<file path="config.mk">
export PLATFORM = sky130hd
export DESIGN_NAME = sqrt_result_check_flat
export DESIGN_NICKNAME = d
export VERILOG_FILES = /design/src/rtl/sqrt_pkg.sv /design/src/rtl/sqrt_result_check_if.sv /design/src/rtl/sqrt_result_check_sqr_iter.sv /design/src/rtl/sqrt_result_check.sv /design/src/flat_wrapper.sv
export SDC_FILE = /design/constraint.sdc
export NUM_CORES = 1
export LEC_CHECK = 0
export CAP_MARGIN = 10
export CORE_AREA = 2 2 198 122
export CTS_BUF_LIST = sky130_fd_sc_hd__clkbuf_4 sky130_fd_sc_hd__clkbuf_8 sky130_fd_sc_hd__clkbuf_16
export DETAILED_ROUTE_END_ITERATION = 16
export DIE_AREA = 0 0 200 124
export PLACE_DENSITY_LB_ADDON = 0.08
export SLEW_MARGIN = 20
export SYNTH_ARGS = -nofsm -noshare
export SYNTH_HDL_FRONTEND = slang
export SYNTH_SLANG_ARGS = --single-unit
export TNS_END_PERCENT = 5
</file>
<file path="constraint.sdc">
create_clock -name clk -period 6.7 [get_ports clk]
set_input_delay 1.34 -clock clk [delete_from_list [all_inputs] [get_ports clk]]
set_output_delay 1.34 -clock clk [all_outputs]
set_load 0.02 [all_outputs]
</file>
<file path="src/rtl/sqrt_pkg.sv">
// Shared constants and checker state encoding for the sqrt32 core, its
// result checker and the bench.
package sqrt_pkg;

  localparam int XW   = 32;
  localparam int YW   = 16;
  localparam int CNTW = 16;

  typedef enum logic [1:0] {
    S_IDLE = 2'd0,
    S_MUL  = 2'd1,
    S_CMP  = 2'd2
  } state_e;

  // Counter increment that sticks at all-ones instead of wrapping.
  function automatic logic [CNTW-1:0] sat_inc(input logic [CNTW-1:0] v);
    return (&v) ? v : v + CNTW'(1);
  endfunction

endpackage

</file>
<file path="src/rtl/sqrt_result_check_if.sv">
// Result bus between the sqrt32 core side (master) and the checker (slave).
interface sqrt_result_check_if;
  import sqrt_pkg::*;

  logic            rdy;
  logic [XW-1:0]   x;
  logic [YW-1:0]   y;
  logic            busy;
  logic            done;
  logic            pass;
  logic            err_big;
  logic            err_small;
  logic            overrun;
  logic [CNTW-1:0] pass_cnt;
  logic [CNTW-1:0] fail_cnt;

  modport master (
    output rdy, x, y,
    input  busy, done, pass, err_big, err_small, overrun, pass_cnt, fail_cnt
  );

  modport slave (
    input  rdy, x, y,
    output busy, done, pass, err_big, err_small, overrun, pass_cnt, fail_cnt
  );

endinterface

</file>
<file path="src/rtl/sqrt_result_check_sqr_iter.sv">
// Iterative shift-add squarer: one partial product per cycle, W cycles per square.
module sqr_iter
  import sqrt_pkg::*;
#(
  parameter int W = YW
) (
  input  logic         clk,
  input  logic         reset,
  input  logic         start,
  input  logic [W-1:0] a,
  output logic         busy,
  output logic         last,
  output logic [2*W:0] acc
);

  localparam int IW = $clog2(W);
  localparam int AW = 2 * W + 1;

  logic [W-1:0]  a_q, a_d;
  logic [IW-1:0] i_q, i_d;
  logic          busy_q, busy_d;
  logic [AW-1:0] acc_q, acc_d;

  assign last = busy_q && (i_q == IW'(W - 1));
  assign busy = busy_q;
  assign acc  = acc_q;

  always_comb begin
    a_d    = a_q;
    i_d    = i_q;
    busy_d = busy_q;
    acc_d  = acc_q;
    if (start) begin
      a_d    = a;
      i_d    = '0;
      busy_d = 1'b1;
      acc_d  = '0;
    end else if (busy_q) begin
      if (a_q[i_q]) begin
        acc_d = acc_q + (AW'(a_q) << i_q);
      end
      i_d = i_q + IW'(1);
      if (last) begin
        busy_d = 1'b0;
      end
    end
  end

  always_ff @(posedge clk) begin
    if (reset) begin
      a_q    <= '0;
      i_q    <= '0;
      busy_q <= 1'b0;
      acc_q  <= '0;
    end else begin
      a_q    <= a_d;
      i_q    <= i_d;
      busy_q <= busy_d;
      acc_q  <= acc_d;
    end
  end

endmodule

</file>
<file path="src/rtl/sqrt_result_check.sv">
// On-chip checker for sqrt32 results: captures each x/y pair on rdy rising and
// proves y*y <= x < (y+1)^2, keeping counters and sticky error flags.
module sqrt_result_check
  import sqrt_pkg::*;
(
  input  logic               clk,
  input  logic               reset,
  sqrt_result_check_if.slave bus
);

  localparam int AW = 2 * YW + 1;

  state_e          state_q, state_d;
  logic            rdy_q;
  logic [XW-1:0]   x_r_q, x_r_d;
  logic [YW-1:0]   y_r_q, y_r_d;
  logic            busy_q, busy_d;
  logic            done_q, done_d;
  logic            pass_q, pass_d;
  logic            err_big_q, err_big_d;
  logic            err_small_q, err_small_d;
  logic            overrun_q, overrun_d;
  logic [CNTW-1:0] pass_cnt_q, pass_cnt_d;
  logic [CNTW-1:0] fail_cnt_q, fail_cnt_d;

  logic            capture;
  logic            sq_start;
  logic            sq_busy;
  logic            sq_last;
  logic [AW-1:0]   sq_acc;
  logic [AW-1:0]   sq1;
  logic [AW-1:0]   x_ext;
  logic            sq_gt;
  logic            ok;

  assign capture  = bus.rdy & ~rdy_q;
  assign sq_start = (state_q == S_IDLE) && capture && !sq_busy;

  sqr_iter #(.W(YW)) u_sqr (
    .clk   (clk),
    .reset (reset),
    .start (sq_start),
    .a     (bus.y),
    .busy  (sq_busy),
    .last  (sq_last),
    .acc   (sq_acc)
  );

  // The extra top bit keeps (2^YW)^2 representable, so sq1 never wraps to 0.
  assign x_ext = {1'b0, x_r_q};
  assign sq1   = sq_acc + {{YW{1'b0}}, y_r_q, 1'b1};
  assign sq_gt = sq_acc > x_ext;
  assign ok    = !sq_gt && (sq1 > x_ext);

  always_comb begin
    state_d     = state_q;
    x_r_d       = x_r_q;
    y_r_d       = y_r_q;
    busy_d      = busy_q;
    done_d      = 1'b0;
    pass_d      = pass_q;
    err_big_d   = err_big_q;
    err_small_d = err_small_q;
    overrun_d   = overrun_q;
    pass_cnt_d  = pass_cnt_q;
    fail_cnt_d  = fail_cnt_q;

    if (capture && (state_q != S_IDLE)) begin
      overrun_d = 1'b1;
    end

    case (state_q)
      S_IDLE: begin
        if (sq_start) begin
          x_r_d   = bus.x;
          y_r_d   = bus.y;
          busy_d  = 1'b1;
          state_d = S_MUL;
        end
      end
      S_MUL: begin
        if (sq_last) begin
          state_d = S_CMP;
        end
      end
      S_CMP: begin
        done_d = 1'b1;
        pass_d = ok;
        if (ok) begin
          pass_cnt_d = sat_inc(pass_cnt_q);
        end else begin
          fail_cnt_d = sat_inc(fail_cnt_q);
          if (sq_gt) begin
            err_big_d = 1'b1;
          end else begin
            err_small_d = 1'b1;
          end
        end
        busy_d  = 1'b0;
        state_d = S_IDLE;
      end
      default: begin
        state_d = S_IDLE;
      end
    endcase
  end

  always_ff @(posedge clk) begin
    if (reset) begin
      state_q     <= S_IDLE;
      rdy_q       <= 1'b0;
      x_r_q       <= '0;
      y_r_q       <= '0;
      busy_q      <= 1'b0;
      done_q      <= 1'b0;
      pass_q      <= 1'b0;
      err_big_q   <= 1'b0;
      err_small_q <= 1'b0;
      overrun_q   <= 1'b0;
      pass_cnt_q  <= '0;
      fail_cnt_q  <= '0;
    end else begin
      state_q     <= state_d;
      rdy_q       <= bus.rdy;
      x_r_q       <= x_r_d;
      y_r_q       <= y_r_d;
      busy_q      <= busy_d;
      done_q      <= done_d;
      pass_q      <= pass_d;
      err_big_q   <= err_big_d;
      err_small_q <= err_small_d;
      overrun_q   <= overrun_d;
      pass_cnt_q  <= pass_cnt_d;
      fail_cnt_q  <= fail_cnt_d;
    end
  end

  assign bus.busy      = busy_q;
  assign bus.done      = done_q;
  assign bus.pass      = pass_q;
  assign bus.err_big   = err_big_q;
  assign bus.err_small = err_small_q;
  assign bus.overrun   = overrun_q;
  assign bus.pass_cnt  = pass_cnt_q;
  assign bus.fail_cnt  = fail_cnt_q;

endmodule

</file>
<file path="src/flat_wrapper.sv">
// flat-port wrapper written by rule: the top's interface ports become plain ports
module sqrt_result_check_flat import sqrt_pkg::*;
  (clk, reset, bus_rdy, bus_x, bus_y, bus_busy, bus_done, bus_pass, bus_err_big, bus_err_small, bus_overrun, bus_pass_cnt, bus_fail_cnt);
  sqrt_result_check_if bus_i ();
  input  logic clk;
  input  logic reset;
  input wire logic [$bits(bus_i.rdy)-1:0] bus_rdy;
  input wire logic [$bits(bus_i.x)-1:0] bus_x;
  input wire logic [$bits(bus_i.y)-1:0] bus_y;
  output wire logic [$bits(bus_i.busy)-1:0] bus_busy;
  output wire logic [$bits(bus_i.done)-1:0] bus_done;
  output wire logic [$bits(bus_i.pass)-1:0] bus_pass;
  output wire logic [$bits(bus_i.err_big)-1:0] bus_err_big;
  output wire logic [$bits(bus_i.err_small)-1:0] bus_err_small;
  output wire logic [$bits(bus_i.overrun)-1:0] bus_overrun;
  output wire logic [$bits(bus_i.pass_cnt)-1:0] bus_pass_cnt;
  output wire logic [$bits(bus_i.fail_cnt)-1:0] bus_fail_cnt;
  assign bus_i.rdy = bus_rdy;
  assign bus_i.x = bus_x;
  assign bus_i.y = bus_y;
  assign bus_busy = bus_i.busy;
  assign bus_done = bus_i.done;
  assign bus_pass = bus_i.pass;
  assign bus_err_big = bus_i.err_big;
  assign bus_err_small = bus_i.err_small;
  assign bus_overrun = bus_i.overrun;
  assign bus_pass_cnt = bus_i.pass_cnt;
  assign bus_fail_cnt = bus_i.fail_cnt;
  sqrt_result_check u_core (.clk(clk), .reset(reset), .bus(bus_i));
endmodule
</file>
**Word-level counts from Yosys, hierarchy flattened**

Cells that the tools add are included.

- Register bits: 143
- Output and inout bits: 38
- Word-level logic and storage cells: 68

- Add/subtract/negate cells: 5
- $lt $le $gt $ge: 3
- Equality and inequality tests: 5
- Shift operators: 1
- Muxes and demuxes: 11
- Bitwise operators: 6
- Reduce and logical (&&, ||, !) cells: 21

Operators with widths:

| operator | number |
|---|---|
| $gt 33x32->1 | 2 |
| $add 33x17->33 | 1 |
| $add 33x33->33 | 1 |
| $shl 16x4->33 | 1 |
| $add 16x1->16 const B | 2 |
| $reduce_and 16->1 | 2 |
| $reduce_and 3->1 | 4 |
| $reduce_and 2->1 | 4 |
| $mux 1 | 6 |
| $logic_and 1x1->1 | 5 |
| $lt 4x5->1 const B | 1 |
| $not 1->1 | 5 |
| $add 4x1->4 const B | 1 |
| $bmux 1 s4 | 1 |
| $eq 4x4->1 const B | 1 |
| $mux 2 | 2 |
| $ne 2x1->1 const B | 2 |
| $pmux 2 s2 | 1 |
| $reduce_bool 2->1 | 2 |
| $eq 2x1->1 const B | 1 |
| $eq 2x2->1 const B | 1 |
| $logic_not 1->1 | 2 |
| $logic_not 2->1 | 1 |
| $pmux 1 s2 | 1 |
| 2 further kinds | 2 |

**Depth between registers and ports, before layout**

Gate-level depths: netlist of run 1.

- Word-level depth: 6
- Mapped depth: 25

**Modules after synthesis**

Synthesis of run 1 repeated with hierarchy kept, for this count alone.

- Cell total of the unflattened synthesis: 1,388
- Area total of the unflattened synthesis: 10,856.7 sq um

Modules (own cells, without submodules):

| module | instances | cells each | area each (sq um) | seq. area each (sq um) |
|---|---|---|---|---|
| sqrt_result_check | 1 | 777 | 6,169.7 | 1,781.7 |
| sqr_iter | 1 | 611 | 4,687.0 | 1,081.0 |

**Least setup slack after synthesis of run 1**

OpenSTA, ideal clock, no wires.

- Path type: register -> register
- From: register u_core.u_sqr.acc_q[1] (netlist: u_core.u_sqr.acc[1])
- To: register u_core.fail_cnt_q[13] (netlist: u_core.bus.fail_cnt[13])
- Library setup time: 0.070 ns
- Data arrival time: 4.648 ns
- Required time: 6.630 ns
- Setup slack: 1.982 ns
- Stages on the path, launching flop included: 22
- Buffers on the path: 1
- Clock period less this slack: 4.718 ns
- Cell sequence: dfxtp_1 > ha_1 > a21o_1 > a21oi_1 > nand2b_1 > a21boi_1 > o311a_1 > o21a_1 > o21ai_1 > a211oi_1 > nor3b_1 > xnor2_1 > ha_1 > nand4_1 > or3_1 > o31ai_1 > nor2_1 > nor3_2 > a22oi_2 > buf_2 > or4_1 > a21oi_1

- Longest elaborated chain between the ends: 5
- Elaborated cells between the ends (all ways): 7
- Classes of those cells: add/sub (1); order compare (2); bitwise (1); reduce/logical (3)

RTL lines:

| what | line | source |
|---|---|---|
| start, declared | sqrt_result_check_sqr_iter.sv:22 | `logic [AW-1:0] acc_q, acc_d;` |
| start signal, assigned | sqrt_result_check_sqr_iter.sv:54 | `acc_q <= '0;` |
| start signal, assigned | sqrt_result_check_sqr_iter.sv:59 | `acc_q <= acc_d;` |
| $add 33x17->33 or $gt 33x32->1 (tied branches) | sqrt_result_check.sv:51, sqrt_result_check.sv:52 |  |
| $gt 33x32->1 or $logic_not 1->1 (tied branches) | sqrt_result_check.sv:53 | `assign ok = !sq_gt && (sq1 > x_ext);` |
| $logic_and 1x1->1 (*) | sqrt_result_check.sv:53 |  |
| $not 1->1 (no source line) (*) | n/a |  |
| $reduce_and 3->1 (no source line) (*) | n/a |  |
| end signal, assigned | sqrt_result_check.sv:134 | `fail_cnt_q <= fail_cnt_d;` |
| end, declared | sqrt_result_check.sv:24 | `logic [CNTW-1:0] fail_cnt_q, fail_cnt_d;` |

Mark *: on every way between the ends. The rest lies on a longest branch, timed or not.
A chain may end at the register's enable or synchronous reset.

**Worst setup path in the final report of run 1**

- From: register u_core.u_sqr.acc_q[0] (netlist: u_core.u_sqr.acc[0])
- To: register u_core.pass_cnt_q[10] (netlist: u_core.bus.pass_cnt[10])

- Longest elaborated chain between the ends: 4
- Elaborated cells between the ends (all ways): 6
- Classes of those cells: add/sub (1); order compare (2); reduce/logical (3)

RTL lines:

| what | line | source |
|---|---|---|
| $add 33x17->33 or $gt 33x32->1 (tied branches) | sqrt_result_check.sv:51, sqrt_result_check.sv:52 |  |
| $gt 33x32->1 or $logic_not 1->1 (tied branches) | sqrt_result_check.sv:53 |  |
| $logic_and 1x1->1 (*) | sqrt_result_check.sv:53 |  |
| $reduce_and 3->1 (no source line) (*) | n/a |  |
| end signal, assigned | sqrt_result_check.sv:133 | `pass_cnt_q <= pass_cnt_d;` |
| end, declared | sqrt_result_check.sv:23 | `logic [CNTW-1:0] pass_cnt_q, pass_cnt_d;` |

Marked as above.

==> summary.txt, run 1 <==
result of the run: finished clean
largest net degree at the start of global routing: 67
Core Area: 22900 um^2
synth warn: 0
initial DRC count: 792
Hold Crit Depth: 2
hold_sp: u_core.x_r_q[30]$_SDFFE_PP0P_
remaining global-route overflow: 0
later-pin clock latency in the skew report: 0.45 ns
Area growth syn-to-layout: 16.7%
commonest non-fill, non-tap cell in the layout: nand2_1
die area: 24800 um^2
Root Buffer: clkbuf_16
GP Congestion: 0.908
Cell Rows: 43
Post-DRT Antenna Nets: 0
RR Startpoint: u_core.u_sqr.acc[0]$_SDFFE_PP0P_
Maximum Capacitance Violations: 0
worst-path maximum fanout: 19
R2R setup slack: 1.01 ns
cts hold-fix bufs: 0
mean number of vias per cell: 5.61
syn_area_per_cell: 7.75 um^2
Crit. End Element: flop
vias in the first global route: 8467
# Post-CTS Setup Buffers: 0
Register-to-Register Path Depth: 21
relative slew slack: 0.281
number of library cell types mapped by synthesis: 68
Die H: 124 um
drt pass-1 iters: 7
wire per inst: 17.4 um
pwr dens: 181 nW/um^2
Worst-Margin Slew: 1.08 ns
Resized cells post-CTS: 0
Post-Syn Instances: 1318
Syn Nets: 1485
post-route insts no fill: 1704
post-synth top area share: 0.280
most frequent cells in the layout: nand2_1 (190), a21oi_1 (168), dfxtp_1 (142)
Critical Path Start Type: flop
clk slew on worst S/H paths: 0.06 ns
drc violations: 0
Data arrival, critical path: 6.01 ns
Post-synth EDFFs: 0
Multi-input gate area: 6930 um^2
Max IR drop VDD: 0.175 mV
# fillers: 2250
Total Wirelength: 29.7 mm
worst hold path class: flop to flop
main flop type after synthesis: dfxtp_1
die width: 200 um
setup TNS: 0 ns
DP Cell Count: 1672
Mapped Area: 10200 um^2
initial core utilization: 0.447
nets: 1544
initial antenna violation count: 0
largest area contributor in the netlist: dfxtp_1
Clock Sinks: 143
I/O pins: 89
unrepaired setup endpoints after global routing: false
Critical Path RT: 7.03 ns
sequential share of the synthesized area: 0.280
via count: 9562
port bufs: 88
post-route design area: 11900 um^2
register area: 2860 um^2
first-pass GRT wire length: 46.9 mm
fin crit share: 0.849
CTS Buf Count: 17
GRT Total Usage: 0.247
Worst Setup Path Type: flop to flop
number of synthesized register bits: 143
Synth async-reset ratio: 0
Clock Tree Buf Depth: 2
DP Wirelength: 22.7 mm
Hold WS: 0.454 ns
Max Fclk: 176 MHz
DP Area: 11300 um^2
Antenna diodes: 0
main area contributors after synthesis: dfxtp_1 (28%), ha_1 (14%), a21oi_1 (8.2%)
CTS H-tree depth: 4
RR Endpoint: u_core.bus.pass_cnt[10]$_SDFFE_PP0P_
Lkg Pwr: 4.86 nW
Pins Over Slew Limit: 0
Hold EP: u_core.x_r_q[30]$_SDFFE_PP0P_
Final setup viols: 0
Min Clock Period, post-route: 5.69 ns
Clock Skews: 0.00880 ns
CTS tree: yes
layout cells sized above 1: 0.0598
Hold Fails Final Rpt: 0
## through the flow
step | total power [mW] | setup slack [ns] | utilization
floorplan | 1.13 | 1.98 | -
CTS | 2.18 | 0.843 | 0.521
finish | 2.16 | 1.01 | 0.522
detailed placement | 1.24 | 0.863 | 0.496
global route | 2.26 | 0.563 | 0.522
global placement | 1.24 | 0.937 | 0.496
## cells by family after synthesis
logic type      synth area share
compound gates             0.208
fa+ha+maj                  0.144
mux                       0.0514
xor+xnor                  0.0497
flops                      0.280
buf+inv                   0.0441
simple gates               0.223
## cell usage after synthesis (all sizes together), types with 4 or more instances
cell / n
a21o: 34
and2: 8
o31ai: 13
buf: 10
nand3: 32
o311ai: 5
mux2i: 21
nand2b: 10
xnor2: 40
dfxtp: 143
nor3b: 6
o21a: 11
nand4: 24
nand2: 192
or2: 12
nor4: 5
a21oi: 168
or4: 8
mux4: 5
clkbuf: 46
o31a: 5
ha: 114
nor2b: 17
and3: 10
mux2: 18
o41ai: 8
or3: 15
a211oi: 6
nor3: 24
nor2: 117
inv: 57
a211o: 5
xor2: 18
a31oi: 8
o21ai: 60
o211ai: 4
## power by group
part	internal [mW]	switching [mW]	leakage, nW
sequential	0.878	0.0271	1.16
combinational	0.133	0.193	3.41
clock	0.561	0.365	0.287
## critical path, stage by stage, from the launching register on
cell and delay (ns):
dfxtp_1 0.43, inv_1 0.12, fa_1 0.47, nor2b_1 0.13, o21ai_1 0.09, a21boi_1 0.32
o21ai_1 0.18, a21oi_1 0.32, o21ai_0 0.15, nand2b_1 0.19, and2_1 0.27, nand3_1 0.12
xnor2_1 0.15, ha_1 0.32, nand4_1 0.13, or3_1 0.43, o31ai_1 0.30, nor2_1 0.08
nor3_2 0.27, a211o_1 0.56, nor4_1 0.16, mux2_1 0.35
## registers in the layout (all words and copies together), names as in the netlist, 2 cells and up
signal and cells:
u_core.state_q 2, u_core.bus.fail_cnt 16, u_core.x_r_q 32, u_core.u_sqr.i_q 4
u_core.bus.pass_cnt 16, u_core.u_sqr.a_q 16, u_core.u_sqr.acc 33, u_core.y_r_q 16
## layer usage
| layer | GRT usage | part of all wire | vias to the layer above |
|---|---|---|---|
| met1 | 0.385 | 0.54 | 4478 |
| met2 | 0.340 | 0.39 | 248 |
| li1 | - | - | 4818 |
| met5 | 0 | 0 | - |
| met3 | 0.0577 | 0.058 | 18 |
| met4 | 0.0421 | 0.0070 | 0 |
## final cells by class
class	instances	share of cell area
Clock inverter	6	0.00483
Clock buffer	25	0.0428
Timing Repair Buffer	96	0.0790
Inverter	60	0.0190
Tap cell	315	0.0330
Sequential cell	143	0.240
Multi-Input combinational cell	1059	0.581
## worst max-delay path by stage
stage,startpoint,end,slack (ns),cells after the start
3_5_place_dp,u_core.u_sqr.acc[1]$_SDFFE_PP0P_,u_core.bus.fail_cnt[7]$_SDFFE_PP0P_,0.86,20
3_3_place_gp,u_core.u_sqr.acc[1]$_SDFFE_PP0P_,u_core.bus.pass_cnt[8]$_SDFFE_PP0P_,0.94,21
5_1_grt,u_core.u_sqr.acc[1]$_SDFFE_PP0P_,u_core.bus.pass_cnt[8]$_SDFFE_PP0P_,0.56,22
6_report,u_core.u_sqr.acc[0]$_SDFFE_PP0P_,u_core.bus.pass_cnt[10]$_SDFFE_PP0P_,1.01,21
2_1_floorplan,u_core.u_sqr.acc[1]$_SDFFE_PP0P_,u_core.bus.fail_cnt[13]$_SDFFE_PP0P_,1.98,21
4_1_cts,u_core.u_sqr.acc[1]$_SDFFE_PP0P_,u_core.bus.fail_cnt[7]$_SDFFE_PP0P_,0.84,20
No activity file was read; power rests on OpenSTA's default activity.
==> run 2: changes to the inputs <==
==> constraint.sdc (replaced) <==
create_clock -name clk -period 5.82 [get_ports clk]
set_input_delay 1.164 -clock clk [delete_from_list [all_inputs] [get_ports clk]]
set_output_delay 1.164 -clock clk [all_outputs]
set_load 0.02 [all_outputs]
==> run 2 against run 1 <==
Compared with the run above:
- critical endpoint is now u_core.bus.pass_cnt[3]$_SDFFE_PP0P_
- count of clock-buffer cells in the layout unchanged
- fmax up 5.2%
- register-to-register slack worse by 0.60 ns
- via count about the same
- first-iteration DRC count up 2.5%
- combinational power up 18%
- global-route usage up 0.074 points
- non-clock buffer count up 10
==> summary.txt, run 2 (same netlist as run 1, synthesis figures left out) <==
Worst Setup Slack, final: 0.416 ns (-0.598 ns)
Hold Crit Depth: 2 (unchanged)
initial antenna violation count: 0 (unchanged)
most used cell, CP: o21ai_1
post-route design area: 12000 um^2 (+0.45%)
result of the run: finished clean
mean number of vias per cell: 5.59 (-0.31%)
DP Cell Count: 1679 (+0.42%)
layout cells sized above 1: 0.0667 (+0.00691)
Worst Setup Path Type: flop to flop
Sw Pwr: 0.663 mW (+13%)
Worst-Margin Slew: 0.978 ns (-0.0994 ns)
pwr dens: 202 nW/um^2 (+12%)
GP Congestion: 0.894 (-1.6%)
worst hold path class: flop to flop
Clock Skews: 0.00978 ns (+0.000981 ns)
Total Wirelength: 29.6 mm (-0.11%)
DP Area: 11400 um^2 (+0.46%)
initial core utilization: 0.447 (unchanged)
first-pass GRT wire length: 47.0 mm (+0.18%)
post-route insts no fill: 1710 (+0.35%)
nets: 1554 (+0.65%)
Maximum Capacitance Violations: 0 (unchanged)
die area: 24800 um^2 (unchanged)
number of flip-flops under the largest register name: 33 (unchanged)
critical path startpoint: u_core.u_sqr.acc[0]$_SDFFE_PP0P_
clock share of power: 0.411 (-0.018)
CTS H-tree depth: 4 (unchanged)
Post-DRT Antenna Nets: 0 (unchanged)
Root Buffer: clkbuf_16
Antenna diodes: 0 (unchanged)
I/O pins: 89 (unchanged)
Critical Path RT: 6.18 ns (-0.85 ns)
initial DRC count: 812 (+2.5%)
worst setup path end: u_core.bus.pass_cnt[3]$_SDFFE_PP0P_
Area growth syn-to-layout: 17.2%
RR Startpoint: u_core.u_sqr.acc[0]$_SDFFE_PP0P_
wire per inst: 17.3 um (-0.46%)
Core Area: 22900 um^2 (unchanged)
Min Clock Period, post-route: 5.40 ns (-0.282 ns)
die width: 200 um (unchanged)
via count: 9566 (+0.042%)
slowest cell on the critical path: or4_1
vias in the first global route: 8449 (-0.21%)
Reg power frac: 0.430 (+0.010)
Gate power share: 0.158 (+0.007)
clk slew on worst S/H paths: 0.06 ns (about the same)
port bufs: 88 (unchanged)
Clock Sinks: 143 (unchanged)
GRT Total Usage: 0.248 (+0.000736)
internal power: 1.75 mW (+12%)
setup TNS: 0 ns (unchanged)
relative slew slack: 0.347 (+0.0664)
Lkg Pwr: 4.90 nW (+0.84%)
Die H: 124 um (unchanged)
worst-path maximum fanout: 15 (-4)
Cell Chain, Critical Path: inv_1, fa_1, nor2b_1, o21ai_1, a21boi_2, o21ai_1, a21oi_2, o21ai_0, nand2b_1, and2_1, nand3_1, xnor2_1, ha_1, nand4_1, or3_1, nor3_2, nor3_4, a211o_4, buf_4, or4_1, a21oi_1
largest net degree at the start of global routing: 68 (+1.5%)
commonest non-fill, non-tap cell in the layout: nand2_1
delay of the slowest cell on the worst path: 0.49 ns (-0.07 ns)
switching share of total power: 0.274 (+0.00326)
Register-to-Register Path Depth: 21 (unchanged)
CTS Buf Count: 17 (unchanged)
unrepaired setup endpoints after global routing: false
Data arrival, critical path: 5.77 ns (-0.24 ns)
drc violations: 0 (unchanged)
Max Fclk: 185 MHz (+5.2%)
CTS tree: yes
DP Wirelength: 22.7 mm (about the same)
Clock Tree Buf Depth: 2 (unchanged)
Max IR drop VDD: 0.197 mV (+12%)
Crit. End Element: flop
Hold Fails Final Rpt: 0 (unchanged)
Pins Over Slew Limit: 0 (unchanged)
drt pass-1 iters: 5 (-2)
final total power: 2.42 mW (+12%)
Cell Rows: 43 (unchanged)
RR Endpoint: u_core.bus.pass_cnt[3]$_SDFFE_PP0P_
remaining global-route overflow: 0 (unchanged)
Critical Path Start Type: flop
post-placement setup slack: 0.169 ns (-0.695 ns)
R2R setup slack: 0.42 ns (-0.60 ns)
most frequent cells in the layout: nand2_1 (190), a21oi_1 (167), dfxtp_1 (143)
# fillers: 2285 (+1.6%)
Final setup viols: 0 (unchanged)
later-pin clock latency in the skew report: 0.44 ns (about the same)
fin crit share: 0.929 (+0.0798)
run 2: worst max-delay path, delay by kind of cell (launching register included):
kind / cells / cell delay (ns)
buf+inv: 2 / 0.32
fa+ha+maj: 2 / 0.77
compound gates: 7 / 1.50
simple gates: 9 / 2.14
xor+xnor: 1 / 0.15
flops: 1 / 0.43
run 2: layout make-up:
type	count	area [um^2]	area share
clock inverter	2	10.0	0.000836
inverter	60	226	0.0189
clock buffer	25	504	0.0421
timing repair buffer	106	1010	0.0846
sequential	143	2860	0.239
multi-input combinational	1059	6970	0.582
tap	315	394	0.0329
run 2: repair_timing:
item / in CTS / in global routing
endpoints found under the setup margin: 0 / 33
hold buffers: 0 / 0
setup buffers: 0 / 4
hold endpoints to repair: 0 / 0
gates resized for setup: 0 / 7
run 2: worst min-delay path by stage:
stage                                       start                            end  slack, ns
CTS                  u_core.bus.busy$_SDFFE_PP0P_   u_core.bus.busy$_SDFFE_PP0P_       0.45
finish               u_core.bus.busy$_SDFFE_PP0P_   u_core.bus.busy$_SDFFE_PP0P_       0.45
global placement    u_core.x_r_q[22]$_SDFFE_PP0P_  u_core.x_r_q[22]$_SDFFE_PP0P_       0.44
global route         u_core.bus.busy$_SDFFE_PP0P_   u_core.bus.busy$_SDFFE_PP0P_       0.47
detailed placement   u_core.bus.busy$_SDFFE_PP0P_   u_core.bus.busy$_SDFFE_PP0P_       0.45
floorplan           u_core.x_r_q[10]$_SDFFE_PP0P_  u_core.x_r_q[10]$_SDFFE_PP0P_       0.44
run 2: routing by layer:
| metal | GRT usage | vias to the layer above | share of wire |
|---|---|---|---|
| li1 | - | 4832 | - |
| met1 | 0.386 | 4468 | 0.54 |
| met2 | 0.340 | 252 | 0.39 |
| met3 | 0.0533 | 14 | 0.061 |
| met4 | 0.0532 | 0 | 0.0086 |
| met5 | 0 | - | 0 |
run 2: through the flow:
step                hold WS (ns)  utilization
finish                     0.453        0.524
global route               0.470        0.524
CTS                        0.454        0.521
detailed placement         0.447        0.498
global placement           0.444        0.498
floorplan                  0.436            -
run 2: power by group through the flow:
stage | registers [mW] | logic [mW] | clock network, mW
finish | 1.04 | 0.383 | 0.995
detailed placement | 1.06 | 0.372 | 0
floorplan | 1.05 | 0.251 | 0
global route | 1.04 | 0.425 | 1.06
CTS | 1.04 | 0.374 | 1.02
global placement | 1.06 | 0.370 | 0
